File: src/rtl/seg_disp_sched.sv
// seg_disp_sched: picks time, edit (blinking digit) or message overlay for the 6-digit display; message > edit > time.
module seg_disp_sched #(
  parameter logic [25:0] MAX_NUM     = 26'd500_000,
  parameter logic [7:0]  BLINK_TICKS = 8'd50,
  parameter logic [9:0]  MSG_TICKS   = 10'd200
) (
  input  logic        sys_clk,
  input  logic        sys_rst_n,
  input  logic [23:0] time_data,
  input  logic        edit_en,
  input  logic [23:0] edit_data,
  input  logic [2:0]  edit_pos,
  input  logic        msg_req,
  input  logic [23:0] msg_data,
  output logic [23:0] disp_data,
  output logic [5:0]  disp_en,
  output logic [1:0]  disp_src,
  output logic        msg_busy
);
  typedef enum logic [1:0] {S_TIME = 2'd0, S_EDIT = 2'd1, S_MSG = 2'd2} state_t;
  state_t      state, state_nxt;
  logic [25:0] tick_cnt;
  logic [7:0]  blink_cnt, blink_nxt;
  logic [9:0]  msg_cnt;
  logic [2:0]  pos_q;
  logic [23:0] msg_word, msg_nxt;
  logic        phase_off, off_nxt, tick, msg_done, blink_rst, blink_wrap;
  assign tick       = tick_cnt == MAX_NUM - 26'd1;
  assign msg_done   = tick && msg_cnt == MSG_TICKS - 10'd1;
  assign blink_wrap = blink_cnt == BLINK_TICKS - 8'd1;
  assign msg_nxt    = msg_req ? msg_data : msg_word;
  assign blink_rst  = (state_nxt == S_EDIT && state != S_EDIT) || edit_pos != pos_q;
  always_comb begin
    state_nxt = msg_req ? S_MSG : (state == S_MSG && !msg_done) ? S_MSG : edit_en ? S_EDIT : S_TIME;
    blink_nxt = blink_cnt;
    off_nxt   = phase_off;
    if (blink_rst) begin
      blink_nxt = '0;
      off_nxt   = 1'b0;
    end else if (state == S_EDIT && tick) begin
      blink_nxt = blink_wrap ? 8'd0 : blink_cnt + 8'd1;
      off_nxt   = blink_wrap ? ~phase_off : phase_off;
    end
  end
  always_ff @(posedge sys_clk or negedge sys_rst_n) begin
    if (!sys_rst_n) begin
      state     <= S_TIME;
      tick_cnt  <= '0;
      blink_cnt <= '0;
      msg_cnt   <= '0;
      phase_off <= 1'b0;
      pos_q     <= '0;
      msg_word  <= '0;
      disp_data <= '0;
      disp_en   <= 6'h3F;
      disp_src  <= 2'd0;
      msg_busy  <= 1'b0;
    end else begin
      state     <= state_nxt;
      tick_cnt  <= tick ? 26'd0 : tick_cnt + 26'd1;
      blink_cnt <= blink_nxt;
      phase_off <= off_nxt;
      pos_q     <= edit_pos;
      msg_word  <= msg_nxt;
      msg_cnt   <= msg_req ? 10'd0 : (state == S_MSG && tick) ? (msg_done ? 10'd0 : msg_cnt + 10'd1) : msg_cnt;
      // outputs follow the next state so a change is visible exactly one clock after its cause
      disp_data <= state_nxt == S_MSG ? msg_nxt : state_nxt == S_EDIT ? edit_data : time_data;
      disp_en   <= (state_nxt == S_EDIT && off_nxt && edit_pos <= 3'd5) ? ~(6'd1 << edit_pos) : 6'h3F;
      disp_src  <= state_nxt;
      msg_busy  <= state_nxt == S_MSG;
    end
  end
endmodule

File: config.mk
export PLATFORM = sky130hd
export DESIGN_NAME = seg_disp_sched
export DESIGN_NICKNAME = d
export VERILOG_FILES = /design/src/rtl/seg_disp_sched.sv
export SDC_FILE = /design/constraint.sdc
export NUM_CORES = 1
export LEC_CHECK = 0
export ABC_AREA = 1
export BUFFER_PORTS_ARGS = -buffer_cell sky130_fd_sc_hd__buf_2
export CORE_MARGIN = 2
export CORE_UTILIZATION = 40
export CTS_BUF_LIST = sky130_fd_sc_hd__clkbuf_2 sky130_fd_sc_hd__clkbuf_4 sky130_fd_sc_hd__clkbuf_8
export DETAILED_ROUTE_END_ITERATION = 6
export RECOVER_POWER = 50
export SLEW_MARGIN = 20
export SYNTH_ARGS = -nofsm -noshare
export SYNTH_HDL_FRONTEND = slang
export SYNTH_SLANG_ARGS = --single-unit
File: constraint.sdc
create_clock -name sys_clk -period 2.5 [get_ports sys_clk]
set_clock_uncertainty 0.15 [all_clocks]
set_input_delay 0.125 -clock sys_clk [delete_from_list [all_inputs] [get_ports sys_clk]]
set_output_delay 0.125 -clock sys_clk [all_outputs]
set_load 0.01 [all_outputs]
==> results.sh, run 1 <==
export IMPL_dp_slack_ns=0.356
export IMPL_min_from="msg_req"
export IMPL_synth_edff_count=0
export IMPL_grt_pass1_wl_mm=21.5
export IMPL_grt_pass1_vias=4653
export IMPL_ys_ff_latch=105
export IMPL_hold_class="in2reg"
export IMPL_cts_made_buffers=9
export IMPL_leakagePower_nw=3.32
export IMPL_synth_area_top_cells="dfrtp_1, nand2_1, inv_1, nor2_1, o21ai_0"
export IMPL_htreeDepth=3
export IMPL_critPathMaxFanout=11
export IMPL_power_frac_comb_pct=12.8
export IMPL_area_delta_synth_final_pct=31.3
export IMPL_ir_drop_uv=374
export IMPL_crit_chain="ha_1 -> nand2_1 -> nor2_4 -> nand3_1 -> nor2_2 -> and2_1 -> nand2_2 -> nand2_2 -> inv_2 -> nor2_2 -> nand2_1 -> a21boi_1"
export IMPL_die_area_mm2=0.0140
export IMPL_hold_viol=0
export IMPL_io_pins=112
export IMPL_timing_hold_ws_ns=0.0768
export IMPL_fp_dieH_um=118
export IMPL_post_drt_wl_per_cell_um=12.9
export IMPL_async_flop_share_pct=100
export IMPL_r2r_end="msg_cnt[5]"
export IMPL_drt_total_wl_mm=12.5
export IMPL_ff2ff_path_depth=12
export IMPL_die_x_um=118
export IMPL_yosysWarnings=0
export IMPL_drv_slew=0
export IMPL_clk_pin_slew_ns=0.11
export IMPL_portBuffers=111
export IMPL_max_freq_mhz=467
export IMPL_ys_top_cells_by_count="nand2_1, dfrtp_1, inv_1, nor2_1, o21ai_0"
export IMPL_finalSetupViolations=0
export IMPL_detail_route_iter0_violations=299
export IMPL_antenna_found_initial=0
export IMPL_r2r_setup_slack_ns=0.36
export IMPL_synthCells=610
export IMPL_synth_largest_area_cell="dfrtp_1"
export IMPL_synthFlopType="dfrtp_1"
export IMPL_clk_latency_ns=0.39
export IMPL_tightest_slew_ns=1.24
export IMPL_num_vias=4595
export IMPL_seq_power_share_pct=55.2
export IMPL_cp_slowest_stage_delay_ns=0.38
export IMPL_grt_overflow=0
export IMPL_fin_crit_ns=2.14
export IMPL_avgSynthCellArea_um2=8.59
export IMPL_drc_errors=0
export IMPL_clock_sinks=105
export IMPL_cts_hold_buffers=76
export IMPL_mappedNetlistNets=693
export IMPL_num_rows=41
export IMPL_fin_tns_setup_ns=0
export IMPL_holdPathEnd="msg_word[0]"
export IMPL_path_class="reg2reg"
export IMPL_layout_setup_ws_ns=0.359
export IMPL_reg2reg_from="tick_cnt[0]"
export IMPL_netlist_area_mm2=0.00524
export IMPL_start_util_pct=41.2
export IMPL_critPathLaunchType="flop"
export IMPL_finalWeightedCongestion=0.930
export IMPL_fin_nets=878
export IMPL_tritoncts="built"
export IMPL_worstPathRequired_ns=2.67
export IMPL_final_antenna_net_count=0
export IMPL_drive_gt1_share_pct=19.6
export IMPL_worstPathArrival_ns=2.31
export IMPL_p_sw_mw=0.851
export IMPL_antenna_cells=0
export IMPL_yosysSeqAreaShare_pct=50.3
export IMPL_rsz0062_at_grt="false"
export IMPL_dp_final_hpwl_mm=8.59
export IMPL_power_density_mw_per_mm2=471
export IMPL_critical_path_buf_inv_count=1
export IMPL_status="completed"
export IMPL_period_share_pct=85.6
export IMPL_clockPowerShare_pct=31.9
export IMPL_synth_top_area_share_pct=47.3
export IMPL_post_cts_buffers=0
export IMPL_yosysMostFrequentCell="nand2_1"
export IMPL_synthDistinctLibCells=45
export IMPL_worstSetupStartpoint="tick_cnt[0]"
export IMPL_vias_per_cell=4.73
export IMPL_grtUsageTotal_pct=18.9
export IMPL_cp_top_family="simple AND/OR/NAND/NOR gates"
export IMPL_post_cts_resized=0
export IMPL_slew_headroom_pct=17.1
export IMPL_firstDrtPassIters=4
export IMPL_coreArea_mm2=0.0127
export IMPL_cap_violations=0
export IMPL_slowest_stage="dfrtp_1"
export IMPL_clockBufferDepth=2
export IMPL_hold_depth=4
export IMPL_clock_root_buffer="clkbuf_8"
export IMPL_end_kind="flop"
export IMPL_power_internal_mw=2.39
export IMPL_grt_max_degree=57
export IMPL_swShare_pct=26.3
-- layout by cell type, fill, tap and decap left out, drive strengths merged --
cell type    instances
dfstp                6
a2bb2oi              1
nand2              128
o2111ai              1
o22ai                2
xor2                18
o21a                 4
mux2i               10
clkbuf              42
o31ai                1
nor3b                1
nor2                61
nand4               11
inv                 91
a211o                1
xnor2                4
or2                 16
a21boi               1
buf                 84
nor4                 4
dlygate4sd3         76
nand3b               3
and2b                1
mux2                14
dfrtp               99
nor3                20
a211oi               1
clkinv               4
o21ai               48
and3                 1
nor4b                1
ha                   4
a21oi               13
nand3               26
a22o                 1
and2                 1
-- state kept, by name, indices dropped and copies added, names as in the netlist --
signal and count:
tick_cnt 26, disp_data 24, msg_word 24, msg_cnt 10, blink_cnt 8, disp_en 6, pos_q 3, state 2
msg_busy 1, phase_off 1
-- power by group through the flow --
stage | logic, mW | clock network (mW) | registers (mW)
after floorplan | 0.139 | 0 | 1.84
after global placement | 0.318 | 0 | 1.82
after detailed placement | 0.325 | 0 | 1.82
after CTS | 0.428 | 1.08 | 1.79
after global routing | 0.470 | 1.14 | 1.80
final | 0.416 | 1.04 | 1.79
-- cell families (layout without fill, tap and decap cells) --
family                   Yosys count  in the layout  share of synthesized area [%]
adder cells (fa/ha/maj)            4              4                          0.955
flip-flops                       105            105                           50.3
buffers and inverters            107            297                           8.26
AND/OR/NAND/NOR                  274            274                           24.1
AO/OA/AOI/OAI                     74             74                           7.80
XOR/XNOR                          22             22                           3.68
multiplexers                      24             24                           4.92
-- through the flow --
| stage | utilization [%] | area, um2 | instances | power (mW) |
|---|---|---|---|---|
| after global routing | 54.1 | 6890 | 972 | 3.41 |
| after global placement | 47.0 | 5980 | 880 | 2.14 |
| after floorplan | - | 5240 | 610 | 1.98 |
| after CTS | 54.5 | 6930 | 972 | 3.29 |
| after detailed placement | 47.0 | 5980 | 880 | 2.15 |
| final | 54.1 | 6890 | 972 | 3.24 |
-- worst register-to-register path, stage by stage (launching register included) --
cell and delay [ns]:
dfrtp_1 0.38, ha_1 0.19, nand2_1 0.09, nor2_4 0.14, nand3_1 0.10, nor2_2 0.13, and2_1 0.24, nand2_2 0.10
nand2_2 0.17, inv_2 0.10, nor2_2 0.11, nand2_1 0.06, a21boi_1 0.11
-- layer usage --
| metal | up-vias | wire length, um | GRT usage, % |
|---|---|---|---|
| met5 | - | 0 | 0 |
| met4 | 0 | 224 | 6.47 |
| met3 | 19 | 594 | 5.02 |
| met2 | 112 | 6310 | 33.2 |
| met1 | 2154 | 5400 | 22.4 |
| li1 | 2310 | - | - |
-- how the worst max path moves through the flow --
stage,cells past startpoint,to,slack (ns)
floorplan,12,msg_cnt[5],0.61
global placement,12,msg_cnt[5],0.44
global route,12,msg_cnt[5],0.16
CTS,12,msg_cnt[5],0.33
detailed placement,12,msg_cnt[5],0.36
finish,12,msg_cnt[5],0.36
-- final cells by class --
class,count,area (um2)
fillers,1234,5840
flip-flops and latches,105,2640
multi-input cells,398,2170
repair buffers,192,1340
inverters,89,334
well taps,172,215
clock buffers,10,138
clock inverters,6,51.3
Note: power is estimated with default switching activity, not from simulation.
==> run 2: changes to the inputs <==
--- a/config.mk
+++ b/config.mk
@@ -13,2 +13,3 @@
 export DETAILED_ROUTE_END_ITERATION = 6
+export GPL_ROUTABILITY_DRIVEN = 0
 export RECOVER_POWER = 50
--- a/constraint.sdc
+++ b/constraint.sdc
@@ -4,2 +4,2 @@
 set_output_delay 0.125 -clock sys_clk [all_outputs]
-set_load 0.01 [all_outputs]
+set_load 0.02 [all_outputs]
==> run 2 against run 1 <==
Sequential share of layout area hardly changed. Worst setup slack gained 0.0098 ns. Flip-flop and latch count did not move. Global-route usage is 0.54 points higher. Non-clock buffer count up 2. Combinational power rose by 7.2%. Clock power barely moved. Highest routed layer unchanged.
==> results.sh, run 2 (same netlist as run 1, synthesis figures left out) <==
export IMPL_post_cts_resized=0
export IMPL_seq_power_share_pct=54.6
export IMPL_clk_pin_slew_ns=0.11
export IMPL_layout_setup_ws_ns=0.369
export IMPL_io_pins=112
export IMPL_fp_dieH_um=118
export IMPL_tightest_slew_ns=1.10
export IMPL_finalSetupViolations=0
export IMPL_fin_crit_ns=2.13
export IMPL_worstSetupStartpoint="tick_cnt[0]"
export IMPL_grt_overflow=0
export IMPL_reg2reg_from="tick_cnt[0]"
export IMPL_num_vias=4661
export IMPL_grt_pass1_vias=4836
export IMPL_final_antenna_net_count=0
export IMPL_grt_max_degree=50
export IMPL_start_util_pct=41.2
export IMPL_cap_violations=0
export IMPL_grt_pass1_wl_mm=22.0
export IMPL_dp_final_hpwl_mm=8.58
export IMPL_power_density_mw_per_mm2=476
export IMPL_num_rows=41
export IMPL_fin_tns_setup_ns=0
export IMPL_mostFrequentLayoutCell="nand2_1"
export IMPL_cts_made_buffers=9
export IMPL_antenna_cells=0
export IMPL_path_class="reg2reg"
export IMPL_largestRegisters="tick_cnt: 26 flops, disp_data: 24 flops, msg_word: 24 flops"
export IMPL_clock_root_buffer="clkbuf_8"
export IMPL_dp_slack_ns=0.352
export IMPL_detail_route_iter0_violations=281
export IMPL_leakagePower_nw=3.33
export IMPL_coreArea_mm2=0.0127
export IMPL_tritoncts="built"
export IMPL_hold_class="in2reg"
export IMPL_power_internal_mw=2.40
export IMPL_clock_sinks=105
export IMPL_die_area_mm2=0.0140
export IMPL_regMostFlops="tick_cnt"
export IMPL_area_delta_synth_final_pct=31.4
export IMPL_slew_headroom_pct=26.9
export IMPL_drc_errors=0
export IMPL_power_frac_comb_pct=13.6
export IMPL_critPathLaunchType="flop"
export IMPL_p_sw_mw=0.885
export IMPL_swShare_pct=27.0
export IMPL_firstDrtPassIters=4
export IMPL_clockBufferDepth=2
export IMPL_worstPathRequired_ns=2.66
export IMPL_critPathMaxFanout=11
export IMPL_worstPathArrival_ns=2.29
export IMPL_portBuffers=111
export IMPL_hold_viol=0
export IMPL_period_share_pct=85.2
export IMPL_htreeDepth=3
export IMPL_antenna_found_initial=0
export IMPL_min_from="msg_req"
export IMPL_fin_nets=880
export IMPL_grtUsageTotal_pct=19.5
export IMPL_max_freq_mhz=469
export IMPL_post_drt_wl_per_cell_um=13.1
export IMPL_drv_slew=0
export IMPL_die_x_um=118
export IMPL_largest_reg_flops=26
export IMPL_post_cts_buffers=0
export IMPL_rsz0062_at_grt="false"
export IMPL_clk_latency_ns=0.39
export IMPL_vias_per_cell=4.79
export IMPL_drt_total_wl_mm=12.8
export IMPL_drive_gt1_share_pct=20.1
export IMPL_end_kind="flop"
export IMPL_final_cell_mix="nand2_1, dfrtp_1, inv_1"
export IMPL_status="completed"
export IMPL_r2r_setup_slack_ns=0.37
export IMPL_clockPowerShare_pct=31.8
export IMPL_ir_drop_uv=316
run 2: changes by cell type in the layout (fill, tap and decap cells not counted), sizes merged:
| cell | delta |
|---|---|
| buf | +3 |
| clkinv | -2 |
| clkbuf | -1 |
| clkinvlp | +1 |
| inv | +1 |
run 2: critical path: stages (launching register included):
cell	delay (ns)
dfrtp_1	0.38
ha_1	0.18
nand2_1	0.09
nor2_4	0.13
nand3_1	0.10
nor2_2	0.13
and2_1	0.24
nand2_2	0.11
nand2_2	0.17
inv_2	0.10
nor2_2	0.10
nand2_1	0.06
a21boi_1	0.11
run 2: per-stage QoR:
| stage | utilization, % | hold WS (ns) | cells | total power, mW | instance area [um2] |
|---|---|---|---|---|---|
| 2_1_floorplan | - | -0.321 | 610 | 2.00 | 5240 |
| 3_3_place_gp | 47.0 | 0.00828 | 882 | 2.17 | 5980 |
| 3_5_place_dp | 47.0 | 0.00958 | 882 | 2.17 | 5980 |
| 4_1_cts | 54.5 | 0.0488 | 974 | 3.34 | 6940 |
| 5_1_grt | 54.2 | 0.0758 | 974 | 3.45 | 6890 |
| 6_report | 54.2 | 0.0806 | 974 | 3.28 | 6890 |
run 2: path summary, 6_finish.rpt:
| kind | endpoint | cells after the start |
|---|---|---|
| setup / recovery | msg_cnt[5] | 12 |
| hold / removal | msg_word[3] | 4 |
| setup reg to reg | msg_cnt[5] | 12 |
| hold reg to reg | tick_cnt[0] | 1 |
| max in group asynchronous | tick_cnt[16] | 3 |
| min in group asynchronous | state[0] | 2 |
run 2: metal layers:
layer,vias to the layer above,track usage (%),share of wire (%)
met5,-,0,0
met4,0,7.29,1.6
met3,15,5.16,5.5
met2,129,34.6,51
met1,2202,22.4,42
li1,2315,-,-
run 2: area by class of cell:
cell class	count	area, um2
repair buffers	194	1340
clock buffers	10	138
fillers	1181	5830
inverters	89	334
well taps	172	215
multi-input cells	398	2170
flip-flops and latches	105	2640
clock inverters	6	56.3
run 2: timing repair:
| action | in CTS | in global routing |
|---|---|---|
| endpoints found under the setup margin | 0 | 0 |
| hold buffers | 76 | 0 |
| hold endpoints to repair | 96 | 0 |
run 2: power by group through the flow:
| stage | clock network, mW | registers (mW) | logic (mW) |
|---|---|---|---|
| floorplan | 0 | 1.86 | 0.139 |
| global placement | 0 | 1.82 | 0.346 |
| detailed placement | 0 | 1.82 | 0.353 |
| CTS | 1.09 | 1.79 | 0.456 |
| global route | 1.15 | 1.80 | 0.499 |
| finish | 1.04 | 1.79 | 0.446 |
==> run 3: changes to the inputs <==
Settings changed: CTS_BUF_LIST sky130_fd_sc_hd__clkbuf_2 sky130_fd_sc_hd__clkbuf_4 sky130_fd_sc_hd__clkbuf_8 to unset.
==> run 3 against run 2 <==
Worst setup slack worse by 0.0022 ns. Clock power is 35% higher. Critical path type unchanged. Sequential share of layout area is 0.20 points lower. Routed wire length is 0.38% higher. Combinational power is 2% lower. Utilization is 0.29 points higher. Die area stayed put. Worst hold slack worse by 0.076 ns. Critical path depth stayed put. Cell area is 0.53% higher.
==> results.sh, run 3 (same netlist as run 1, synthesis figures left out) <==
export IMPL_hold_depth=4
export IMPL_cts_hold_buffers=69
export IMPL_largest_reg_flops=26
export IMPL_cp_slowest_stage_delay_ns=0.37
export IMPL_coreArea_mm2=0.0127
export IMPL_critical_path_buf_inv_count=1
export IMPL_fin_tns_setup_ns=0
export IMPL_r2r_end="msg_cnt[5]"
export IMPL_clockBufferDepth=2
export IMPL_worstPathArrival_ns=2.27
export IMPL_grt_overflow=0
export IMPL_grt_busiest_layer="met2"
export IMPL_crit_chain="ha_1 -> nand2_1 -> nor2_4 -> nand3_1 -> nor2_2 -> and2_1 -> nand2_2 -> nand2_2 -> inv_2 -> nor2_2 -> nand2_1 -> a21boi_1"
export IMPL_clock_sinks=105
export IMPL_min_from="edit_data[20]"
export IMPL_ff2ff_path_depth=12
export IMPL_critPathMaxFanout=11
export IMPL_period_share_pct=85.3
export IMPL_drc_errors=0
export IMPL_final_seq_area_mm2=0.00264
export IMPL_total_power_mw=3.63
export IMPL_layout_setup_ws_ns=0.367
export IMPL_tightest_slew_ns=1.10
export IMPL_fin_nets=874
export IMPL_leakagePower_nw=3.34
export IMPL_io_pins=112
export IMPL_clock_root_buffer="clkbuf_16"
export IMPL_power_density_mw_per_mm2=524
export IMPL_reg2reg_from="tick_cnt[0]"
export IMPL_met1_usage_pct=22.6
export IMPL_grtUsageTotal_pct=19.6
export IMPL_max_freq_mhz=469
export IMPL_grt_pass1_vias=4847
export IMPL_cts_made_buffers=9
export IMPL_path_class="reg2reg"
export IMPL_dp_final_hpwl_mm=8.58
export IMPL_portBuffers=111
export IMPL_critPathLaunchType="flop"
export IMPL_slew_headroom_pct=27.0
export IMPL_die_x_um=118
export IMPL_num_rows=41
export IMPL_largestRegisters="tick_cnt: 26 flops, disp_data: 24 flops, msg_word: 24 flops"
export IMPL_grt_max_degree=50
export IMPL_post_cts_resized=0
export IMPL_area_delta_synth_final_pct=32.1
export IMPL_final_antenna_net_count=0
export IMPL_drt_total_wl_mm=12.8
export IMPL_mostFrequentLayoutCell="nand2_1"
export IMPL_die_area_mm2=0.0140
export IMPL_grt_pass1_wl_mm=22.1
export IMPL_antenna_found_initial=0
export IMPL_tritoncts="built"
export IMPL_detail_route_iter0_violations=275
export IMPL_start_util_pct=41.2
export IMPL_cap_violations=0
export IMPL_status="completed"
export IMPL_htreeDepth=3
export IMPL_post_cts_buffers=0
export IMPL_hold_viol=0
export IMPL_hold_class="in2reg"
export IMPL_ir_drop_uv=391
export IMPL_drive_gt1_share_pct=19.7
export IMPL_fin_crit_ns=2.13
export IMPL_use_met3_pct=5.89
export IMPL_multiInputGateArea_mm2=0.00217
export IMPL_drv_slew=0
export IMPL_dp_slack_ns=0.352
export IMPL_worstPathRequired_ns=2.63
export IMPL_regMostFlops="tick_cnt"
export IMPL_post_drt_wl_per_cell_um=13.2
export IMPL_firstDrtPassIters=4
export IMPL_r2r_setup_slack_ns=0.37
export IMPL_fp_dieH_um=118
export IMPL_num_vias=4658
export IMPL_rsz0062_at_grt="false"
export IMPL_slowest_stage="dfrtp_1"
export IMPL_use_met2_pct=34.5
export IMPL_clk_latency_ns=0.36
export IMPL_antenna_cells=0
export IMPL_final_cell_mix="nand2_1, dfrtp_1, inv_1"
export IMPL_holdPathEnd="disp_data[20]"
export IMPL_fillCellCount=1186
export IMPL_clk_pin_slew_ns=0.08
export IMPL_cp_top_family="simple AND/OR/NAND/NOR gates"
export IMPL_vias_per_cell=4.81
export IMPL_finalSetupViolations=0
export IMPL_end_kind="flop"
==> run 3: changes by cell type in the layout (fill, tap and decap cells not counted) <==
cell           delta
clkbuf_8          -9
dlygate4sd3_1     -6
buf_2             -4
clkbuf_1          +4
clkbuf_16         +9
==> run 3: area by class of cell <==
class | count | share of cell area (%)
Clock buffer | 10 | 3.45
Clock inverter | 6 | 0.813
Tap cell | 172 | 3.11
Multi-Input combinational cell | 398 | 31.4
Sequential cell | 105 | 38.0
Inverter | 89 | 4.82
Timing Repair Buffer | 188 | 18.4
==> run 3: worst max path at each step <==
stage	slack (ns)	from	end	cells after the start
6_report	0.37	tick_cnt[0]	msg_cnt[5]	12
5_1_grt	0.11	tick_cnt[0]	disp_en[4]	12
4_1_cts	0.35	tick_cnt[0]	msg_cnt[5]	12
3_5_place_dp	0.35	tick_cnt[0]	msg_cnt[5]	12
3_3_place_gp	0.43	tick_cnt[0]	msg_cnt[5]	12
2_1_floorplan	0.61	tick_cnt[0]	msg_cnt[5]	12
==> run 3: routing by layer <==
metal | part of all wire (%) | vias to the layer above | routed length, um
li1 | - | 2300 | -
met1 | 43 | 2199 | 5470
met2 | 50 | 136 | 6390
met3 | 5.3 | 23 | 685
met4 | 2.2 | 0 | 279
met5 | 0 | - | 0
==> run 3: worst reg2reg max path, delay by kind of cell, from the launching register on <==
| kind | cells | cell delay (ns) |
|---|---|---|
| adders and majority gates | 1 | 0.18 |
| and+or+nand+nor | 9 | 1.14 |
| AOI/OAI and AO/OA | 1 | 0.11 |
| buffers and inverters | 1 | 0.10 |
| DFF | 1 | 0.37 |
==> run 3: through the flow <==
step	std cells	util [%]	hold slack (ns)	cell area, um2
floorplan	610	-	-0.321	5240
global placement	882	47.0	0.00828	5980
detailed placement	882	47.0	0.00958	5980
CTS	967	54.8	0.000876	6970
global route	968	54.4	0.00331	6930
finish	968	54.4	0.00489	6930
==> run 3: power breakdown <==
group	internal [mW]	switching, mW	total (mW)
Clock	0.724	0.679	1.40
Combinational	0.209	0.230	0.439
Sequential	1.77	0.0217	1.79
